## src/rtl/picorv32_regs_pkg.sv

```systemverilog
// Shared types and sizes for the PicoRV32 register-file sequencer.
// Imported by the debug interface and the controller.
package picorv32_regs_pkg;

  localparam int RF_DW    = 32;
  localparam int RF_AW    = 6;
  localparam int RF_NREGS = 31;

  typedef enum logic [2:0] {
    INIT,
    RUN,
    DRAIN,
    ACCESS,
    ACK
  } rf_ctrl_state_e;

endpackage

```

## src/rtl/picorv32_regs_ctrl_if.sv

```systemverilog
// Debug access port of the register-file sequencer.
// Request is held with stable fields until a one-cycle ack.
interface picorv32_regs_ctrl_if
  import picorv32_regs_pkg::*;
#(
  parameter int DW = RF_DW
);

  logic          dbg_req;
  logic          dbg_we;
  logic [4:0]    dbg_addr;
  logic [DW-1:0] dbg_wdata;
  logic          dbg_ack;
  logic [DW-1:0] dbg_rdata;

  modport master (
    output dbg_req,
    output dbg_we,
    output dbg_addr,
    output dbg_wdata,
    input  dbg_ack,
    input  dbg_rdata
  );

  modport slave (
    input  dbg_req,
    input  dbg_we,
    input  dbg_addr,
    input  dbg_wdata,
    output dbg_ack,
    output dbg_rdata
  );

endinterface

```

## src/rtl/picorv32_regs_ctrl.sv

```systemverilog
// Register-file sequencer: clears x1..x31 after reset, then
// passes core traffic and slots in debug accesses with a stall.
module picorv32_regs_ctrl
  import picorv32_regs_pkg::*;
#(
  parameter int            DW         = RF_DW,
  parameter int            AW         = RF_AW,
  parameter int            NREGS      = RF_NREGS,
  parameter bit            INIT_CLEAR = 1'b1,
  parameter logic [DW-1:0] INIT_VALUE = '0
) (
  input  logic          clk,
  input  logic          rst,
  input  logic          core_wen,
  input  logic [AW-1:0] core_waddr,
  input  logic [DW-1:0] core_wdata,
  input  logic [AW-1:0] core_raddr1,
  input  logic [AW-1:0] core_raddr2,
  output logic [DW-1:0] core_rdata1,
  output logic [DW-1:0] core_rdata2,
  input  logic          core_idle,
  output logic          core_stall,
  output logic          rf_wen,
  output logic [AW-1:0] rf_waddr,
  output logic [DW-1:0] rf_wdata,
  output logic [AW-1:0] rf_raddr1,
  output logic [AW-1:0] rf_raddr2,
  input  logic [DW-1:0] rf_rdata1,
  input  logic [DW-1:0] rf_rdata2,
  picorv32_regs_ctrl_if.slave dbg,
  output logic          init_done
);

  localparam int CW = $clog2(NREGS + 1);
  localparam logic [CW-1:0] LAST = CW'(NREGS);
  localparam rf_ctrl_state_e RST_ST =
    INIT_CLEAR ? INIT : RUN;

  rf_ctrl_state_e r_state;
  logic [CW-1:0]  r_clr_cnt;
  logic           r_stall;
  logic           r_ack;
  logic [DW-1:0]  r_rdata;
  logic           r_init_done;

  logic [AW-1:0]  w_dbg_addr;
  logic           w_dbg_wr;
  logic           w_dbg_x0;

  assign w_dbg_addr = AW'(dbg.dbg_addr);
  assign w_dbg_x0   = (dbg.dbg_addr == 5'd0);
  assign w_dbg_wr   = dbg.dbg_we && !w_dbg_x0;

  assign rf_raddr1     = core_raddr1;
  assign core_rdata1   = rf_rdata1;
  assign core_rdata2   = rf_rdata2;
  assign core_stall    = r_stall;
  assign dbg.dbg_ack   = r_ack;
  assign dbg.dbg_rdata = r_rdata;
  assign init_done     = r_init_done;

  // Sequencer: clear walk, pass-through, drain, debug slot, ack.
  always_ff @(posedge clk or posedge rst) begin
    if (rst) begin
      r_state     <= RST_ST;
      r_clr_cnt   <= CW'(1);
      r_stall     <= INIT_CLEAR;
      r_ack       <= 1'b0;
      r_rdata     <= '0;
      r_init_done <= !INIT_CLEAR;
    end else begin
      r_ack <= 1'b0;
      unique case (r_state)
        INIT: begin
          if (r_clr_cnt == LAST) begin
            r_state     <= RUN;
            r_stall     <= 1'b0;
            r_init_done <= 1'b1;
          end else begin
            r_clr_cnt <= r_clr_cnt + CW'(1);
          end
        end
        RUN: begin
          if (dbg.dbg_req) begin
            r_state <= DRAIN;
            r_stall <= 1'b1;
          end
        end
        DRAIN: begin
          if (core_idle) r_state <= ACCESS;
        end
        ACCESS: begin
          r_state <= ACK;
          r_ack   <= 1'b1;
          if (!dbg.dbg_we)
            r_rdata <= w_dbg_x0 ? '0 : rf_rdata2;
        end
        ACK: begin
          if (dbg.dbg_req) begin
            r_state <= DRAIN;
          end else begin
            r_state <= RUN;
            r_stall <= 1'b0;
          end
        end
        default: begin
          r_state <= RST_ST;
          r_stall <= INIT_CLEAR;
        end
      endcase
    end
  end

  // Regfile port mux; core writes are dropped in ACCESS/ACK.
  always_comb begin
    rf_wen    = 1'b0;
    rf_waddr  = core_waddr;
    rf_wdata  = core_wdata;
    rf_raddr2 = core_raddr2;
    unique case (r_state)
      INIT: begin
        rf_wen   = 1'b1;
        rf_waddr = AW'(r_clr_cnt);
        rf_wdata = INIT_VALUE;
      end
      RUN, DRAIN: begin
        rf_wen = core_wen;
      end
      ACCESS: begin
        rf_wen    = w_dbg_wr;
        rf_waddr  = w_dbg_addr;
        rf_wdata  = dbg.dbg_wdata;
        rf_raddr2 = w_dbg_addr;
      end
      default: begin
        rf_wen = 1'b0;
      end
    endcase
    if (rst) begin
      rf_wen   = 1'b0;
      rf_waddr = '0;
      rf_wdata = '0;
    end
  end

endmodule

```

## src/flat_wrapper.sv

```systemverilog
// flat-port wrapper written by rule: the top's interface ports become plain ports
module picorv32_regs_ctrl_flat import picorv32_regs_pkg::*;
#(
  parameter int            DW         = RF_DW,
  parameter int            AW         = RF_AW,
  parameter int            NREGS      = RF_NREGS,
  parameter bit            INIT_CLEAR = 1'b1,
  parameter logic [DW-1:0] INIT_VALUE = '0
)
  (clk, rst, core_wen, core_waddr, core_wdata, core_raddr1, core_raddr2, core_rdata1, core_rdata2, core_idle, core_stall, rf_wen, rf_waddr, rf_wdata, rf_raddr1, rf_raddr2, rf_rdata1, rf_rdata2, init_done, dbg_dbg_req, dbg_dbg_we, dbg_dbg_addr, dbg_dbg_wdata, dbg_dbg_ack, dbg_dbg_rdata);
  picorv32_regs_ctrl_if #(.DW(DW)) dbg_i ();
  input  logic clk;
  input  logic rst;
  input  logic core_wen;
  input  logic [AW-1:0] core_waddr;
  input  logic [DW-1:0] core_wdata;
  input  logic [AW-1:0] core_raddr1;
  input  logic [AW-1:0] core_raddr2;
  output logic [DW-1:0] core_rdata1;
  output logic [DW-1:0] core_rdata2;
  input  logic core_idle;
  output logic core_stall;
  output logic rf_wen;
  output logic [AW-1:0] rf_waddr;
  output logic [DW-1:0] rf_wdata;
  output logic [AW-1:0] rf_raddr1;
  output logic [AW-1:0] rf_raddr2;
  input  logic [DW-1:0] rf_rdata1;
  input  logic [DW-1:0] rf_rdata2;
  output logic init_done;
  input wire logic [$bits(dbg_i.dbg_req)-1:0] dbg_dbg_req;
  input wire logic [$bits(dbg_i.dbg_we)-1:0] dbg_dbg_we;
  input wire logic [$bits(dbg_i.dbg_addr)-1:0] dbg_dbg_addr;
  input wire logic [$bits(dbg_i.dbg_wdata)-1:0] dbg_dbg_wdata;
  output wire logic [$bits(dbg_i.dbg_ack)-1:0] dbg_dbg_ack;
  output wire logic [$bits(dbg_i.dbg_rdata)-1:0] dbg_dbg_rdata;
  assign dbg_i.dbg_req = dbg_dbg_req;
  assign dbg_i.dbg_we = dbg_dbg_we;
  assign dbg_i.dbg_addr = dbg_dbg_addr;
  assign dbg_i.dbg_wdata = dbg_dbg_wdata;
  assign dbg_dbg_ack = dbg_i.dbg_ack;
  assign dbg_dbg_rdata = dbg_i.dbg_rdata;
  picorv32_regs_ctrl #(.DW(DW), .AW(AW), .NREGS(NREGS), .INIT_CLEAR(INIT_CLEAR), .INIT_VALUE(INIT_VALUE)) u_core (.clk(clk), .rst(rst), .core_wen(core_wen), .core_waddr(core_waddr), .core_wdata(core_wdata), .core_raddr1(core_raddr1), .core_raddr2(core_raddr2), .core_rdata1(core_rdata1), .core_rdata2(core_rdata2), .core_idle(core_idle), .core_stall(core_stall), .rf_wen(rf_wen), .rf_waddr(rf_waddr), .rf_wdata(rf_wdata), .rf_raddr1(rf_raddr1), .rf_raddr2(rf_raddr2), .rf_rdata1(rf_rdata1), .rf_rdata2(rf_rdata2), .dbg(dbg_i), .init_done(init_done));
endmodule
```

## config.mk

```make
export PLATFORM = sky130hd
export DESIGN_NAME = picorv32_regs_ctrl_flat
export DESIGN_NICKNAME = d
export VERILOG_FILES = /design/src/rtl/picorv32_regs_pkg.sv /design/src/rtl/picorv32_regs_ctrl_if.sv /design/src/rtl/picorv32_regs_ctrl.sv /design/src/flat_wrapper.sv
export SDC_FILE = /design/constraint.sdc
export NUM_CORES = 1
export LEC_CHECK = 0
export CORE_AREA = 2 2 120 122
export CTS_CLUSTER_SIZE = 14
export DETAILED_ROUTE_END_ITERATION = 6
export DIE_AREA = 0 0 122 124
export GPL_TIMING_DRIVEN = 0
export PLACE_DENSITY_LB_ADDON = 0.1
export SLEW_MARGIN = 0
export SYNTH_ARGS = -nofsm -noshare
export SYNTH_HDL_FRONTEND = slang
export SYNTH_SLANG_ARGS = --single-unit
```

## constraint.sdc

```tcl
create_clock -name clk -period 1.7 [get_ports clk]
set_input_delay 0.34 -clock clk [delete_from_list [all_inputs] [get_ports clk]]
set_output_delay 0.34 -clock clk [all_outputs]
set_load 0.02 [all_outputs]
```

==> results.tsv <==
stage	metric	value	unit
status	outcome	finished with violations	
status	violations	negative setup slack	
setup_path	crit_buf_inv	3	
synthesis	yosysSeqAreaShare	33.8	%
cells_and_area	area_growth	109	%
cells_and_area	layout_common_cells	clkdlybuf4s50_1, buf_4, buf_6, dfrtp_1	
hold_path	hp-class	primary input to asynchronous set/reset pin	
power	intPower	5.26	mW
global_route	antenna_found_initial	0	
setup_path	worstSetupStartpointType	flip-flop	
floorplan	die-height	124	um
placement	portBuffers	267	
synthesis	synth_area_leader_cell	dfrtp_1	
drt	antenna_left	0	
setup_path	cp_cell_sequence	buf_6, xnor2_4, a21oi_4, buf_6, a22o_1, buf_6	
placement	routabilityCongestion	0.697	
setup_path	slowest_delay	430	ps
timing	setup_viol	75	
synthesis	ys_async_sr_fraction	100	%
synthesis	synth-simple-area-share	10.9	%
timing	setup_ws	-344	ps
drt	routed_via_density	4.29	
power	comb_power_share	67.7	%
drt	wl	12500	um
cells_and_area	diodes	0	
clocking	hold_buffers	0	
placement	placed_cells	767	
drt	wl_per_cell	15.6	um
power	powerDensity	1280	nW/um^2
clocking	clk_pin_slew	60	ps
synthesis	synth_top_area_share	32.1	%
global_route	grt_pass1_vias	3345	
power	seqPwrFrac	21.7	%
setup_path	critical_path_arrival	1700	ps
setup_path	crit_fanout	10	
synthesis	muxShareOfSynthArea	2.47	%
clocking	cts.path.max_buffers	2	
timing	skew	6.41	ps
floorplan	start_util	23.3	%
synthesis	synth_xor_area_share	1.37	%
setup_path	end_kind	output pin	
placement	hpwlAfterDp	10100	um
synthesis	synth_ff_type	dfrtp_1	
synthesis	synth_area_leaders	dfrtp_1, buf_4, a22o_1, o2bb2ai_1, nand2_1	
power	power_frac_clock	10.6	%
power	p_switching	3.32	mW
global_route	grt_first_pass_wirelength	18100	um
cells_and_area	nets	774	
global_route	grt_start_max_net_pins	25	
synthesis	synth-edff-count	0	
setup_path	crit_type	flip-flop to output pin	
cells_and_area	layout.cells.non_filler	796	
clocking	cts_made_buffers	5	
timing	rsz0062_at_grt	true	
timing	max_slew.worst_pin.slew	445	ps
power	ir_worst_vdd	0.000513	V
synthesis	synth_cell_types	45	
timing	min_period_over_period	120	%
synthesis	synth-compound-area-share	25.2	%
clocking	root_buffer	clkbuf_16	
synthesis	synthesis.nets	478	
setup_path	cp_slowest_cell	dfrtp_2	
floorplan	core-area	13700	um^2
floorplan	row_count	43	
floorplan	die_area	15100	um^2
global_route	grt_usage	15.1	%
setup_path	path_common_cell	buf_6	
setup_path	cp.required	1360	ps
timing	relSlewSlack	70.3	%
synthesis	ys_warn_count	0	
synthesis	synth_top_family_by_area	compound AO/OA/AOI/OAI gates	
drt	post-route-drc-count	0	
clocking	h-tree-depth	2	
clocking	clock-sinks	43	
timing	fmax	489	MHz
power	p_sw_share	38.7	%
floorplan	die_w	122	um
drt	first_pass_iters	4	
drt	drtIter0Drc	214	
clocking	tritoncts	done	
floorplan	pin_count	307	
power	leakage	2.97	nW
synthesis	synth_area	3190	um^2
cells_and_area	drive_gt1_share	34.1	%
timing	slew_violations	0	
synthesis	syn_area_per_cell	10.0	um^2
global_route	overflow	0	
placement	pre_cts_ws	-1050	ps
drt	via_count	3413	
timing	hold_viol_final	0	
synthesis	synth-seq-cells	43	
setup_path	path_delay_family	buffers and inverters	
clocking	insertion_delay	280	ps
flow_run	cap_violations	0	
power	power.total	8.58	mW
cells_and_area	layout_commonest_cell	clkdlybuf4s50_1	
timing	min_period	2040	ps
synthesis	synthAdderAreaFrac	1.10	%
synthesis	synth_cells	319	
worst register-to-register path: cells and delay by family, from the launching register on:
kind	cells	cell delay [ps]
AND/OR/NAND/NOR	2	360
flip-flops	1	400
buffers and inverters	6	770
AO/OA/AOI/OAI	1	120
what timing repair did:
action	in CTS	in global routing
gates resized for setup	343	21
endpoints found under the setup margin	82	82
pin swaps	10	3
setup buffers	21	3
state kept, by name (all words and copies together), names as in the netlist:
signal,cells
u_core.dbg.dbg_rdata,32
u_core.r_clr_cnt,5
u_core.dbg.dbg_ack,1
u_core.core_stall,1
u_core.r_state,3
u_core.init_done,1
layer usage:
layer | global-route usage, % | share of wire (%)
met1 | 20.1 | 43
met2 | 24.9 | 49
met3 | 3.98 | 8.0
met5 | 0 | 0
met4 | 2.51 | 0.71
Yosys cell counts, drive strengths merged, types with 2 or more instances:
cell	n
buf	97
dfrtp	41
nand2	37
o2bb2ai	32
a22o	31
inv	11
mux2	7
a211o	5
a221oi	5
nor3	5
o21ai	5
o221ai	5
nor2	4
nor2b	3
xnor2	3
a21oi	2
and2	2
and4bb	2
dfstp	2
ha	2
nand3b	2
nand4	2
xor2	2
power by group through the flow:
| stage | clock [mW] | sequential [mW] | combinational (mW) |
|---|---|---|---|
| 2_1_floorplan | 0 | 2.34 | 2.42 |
| 3_3_place_gp | 0 | 1.86 | 5.18 |
| 3_5_place_dp | 0 | 1.88 | 5.21 |
| 4_1_cts | 0.944 | 1.86 | 5.76 |
| 5_1_grt | 1.01 | 1.93 | 6.19 |
| 6_report | 0.909 | 1.87 | 5.80 |
kinds of logic (layout without fill, tap and decap cells):
| group | after synthesis | after routing |
|---|---|---|
| flip-flops | 43 | 43 |
| AND/OR/NAND/NOR | 63 | 63 |
| AO/OA/AOI/OAI | 90 | 90 |
| multiplexers | 7 | 7 |
| buffers and inverters | 108 | 405 |
| adder cells (fa/ha/maj) | 3 | 3 |
| XOR/XNOR | 5 | 5 |
final timing paths:
path                                                from                                    to  slack (ps)  cells past startpoint
min in group clk            u_core.init_done$_DFFE_PP0P_          u_core.init_done$_DFFE_PP0P_         470                      1
min                                                  rst         u_core.r_state[1]$_DFFE_PP0P_         230                      2
max                        u_core.r_state[0]$_DFFE_PP0P_                           rf_wdata[5]        -340                      6
max in group asynchronous                            rst       u_core.r_clr_cnt[0]$_DFFE_PP1P_         900                      3
min reg2reg                 u_core.init_done$_DFFE_PP0P_          u_core.init_done$_DFFE_PP0P_         470                      1
max reg2reg                u_core.r_state[0]$_DFFE_PP0P_  u_core.dbg.dbg_rdata[31]$_DFFE_PP0P_         -80                      9
per-stage QoR:
step	util, %	hold WS [ps]	area [um^2]	TNS (ps)
3_3_place_gp	44.8	472	6150	-58030
5_1_grt	48.8	275	6690	-20850
3_5_place_dp	45.0	448	6170	-39920
2_1_floorplan	-	460	3250	-256
4_1_cts	48.1	262	6600	-13220
6_report	48.8	234	6690	-15800
area by class of cell:
cell class / count / area (um^2)
fill: 1317 / 7030
timing repair buffer: 290 / 2900
inverter: 11 / 41.3
tap: 180 / 225
buffer: 96 / 845
sequential: 43 / 1080
multi-input combinational: 168 / 1460
clock buffer: 7 / 133
clock inverter: 1 / 5.00
No activity file was read; power rests on OpenSTA's default activity.
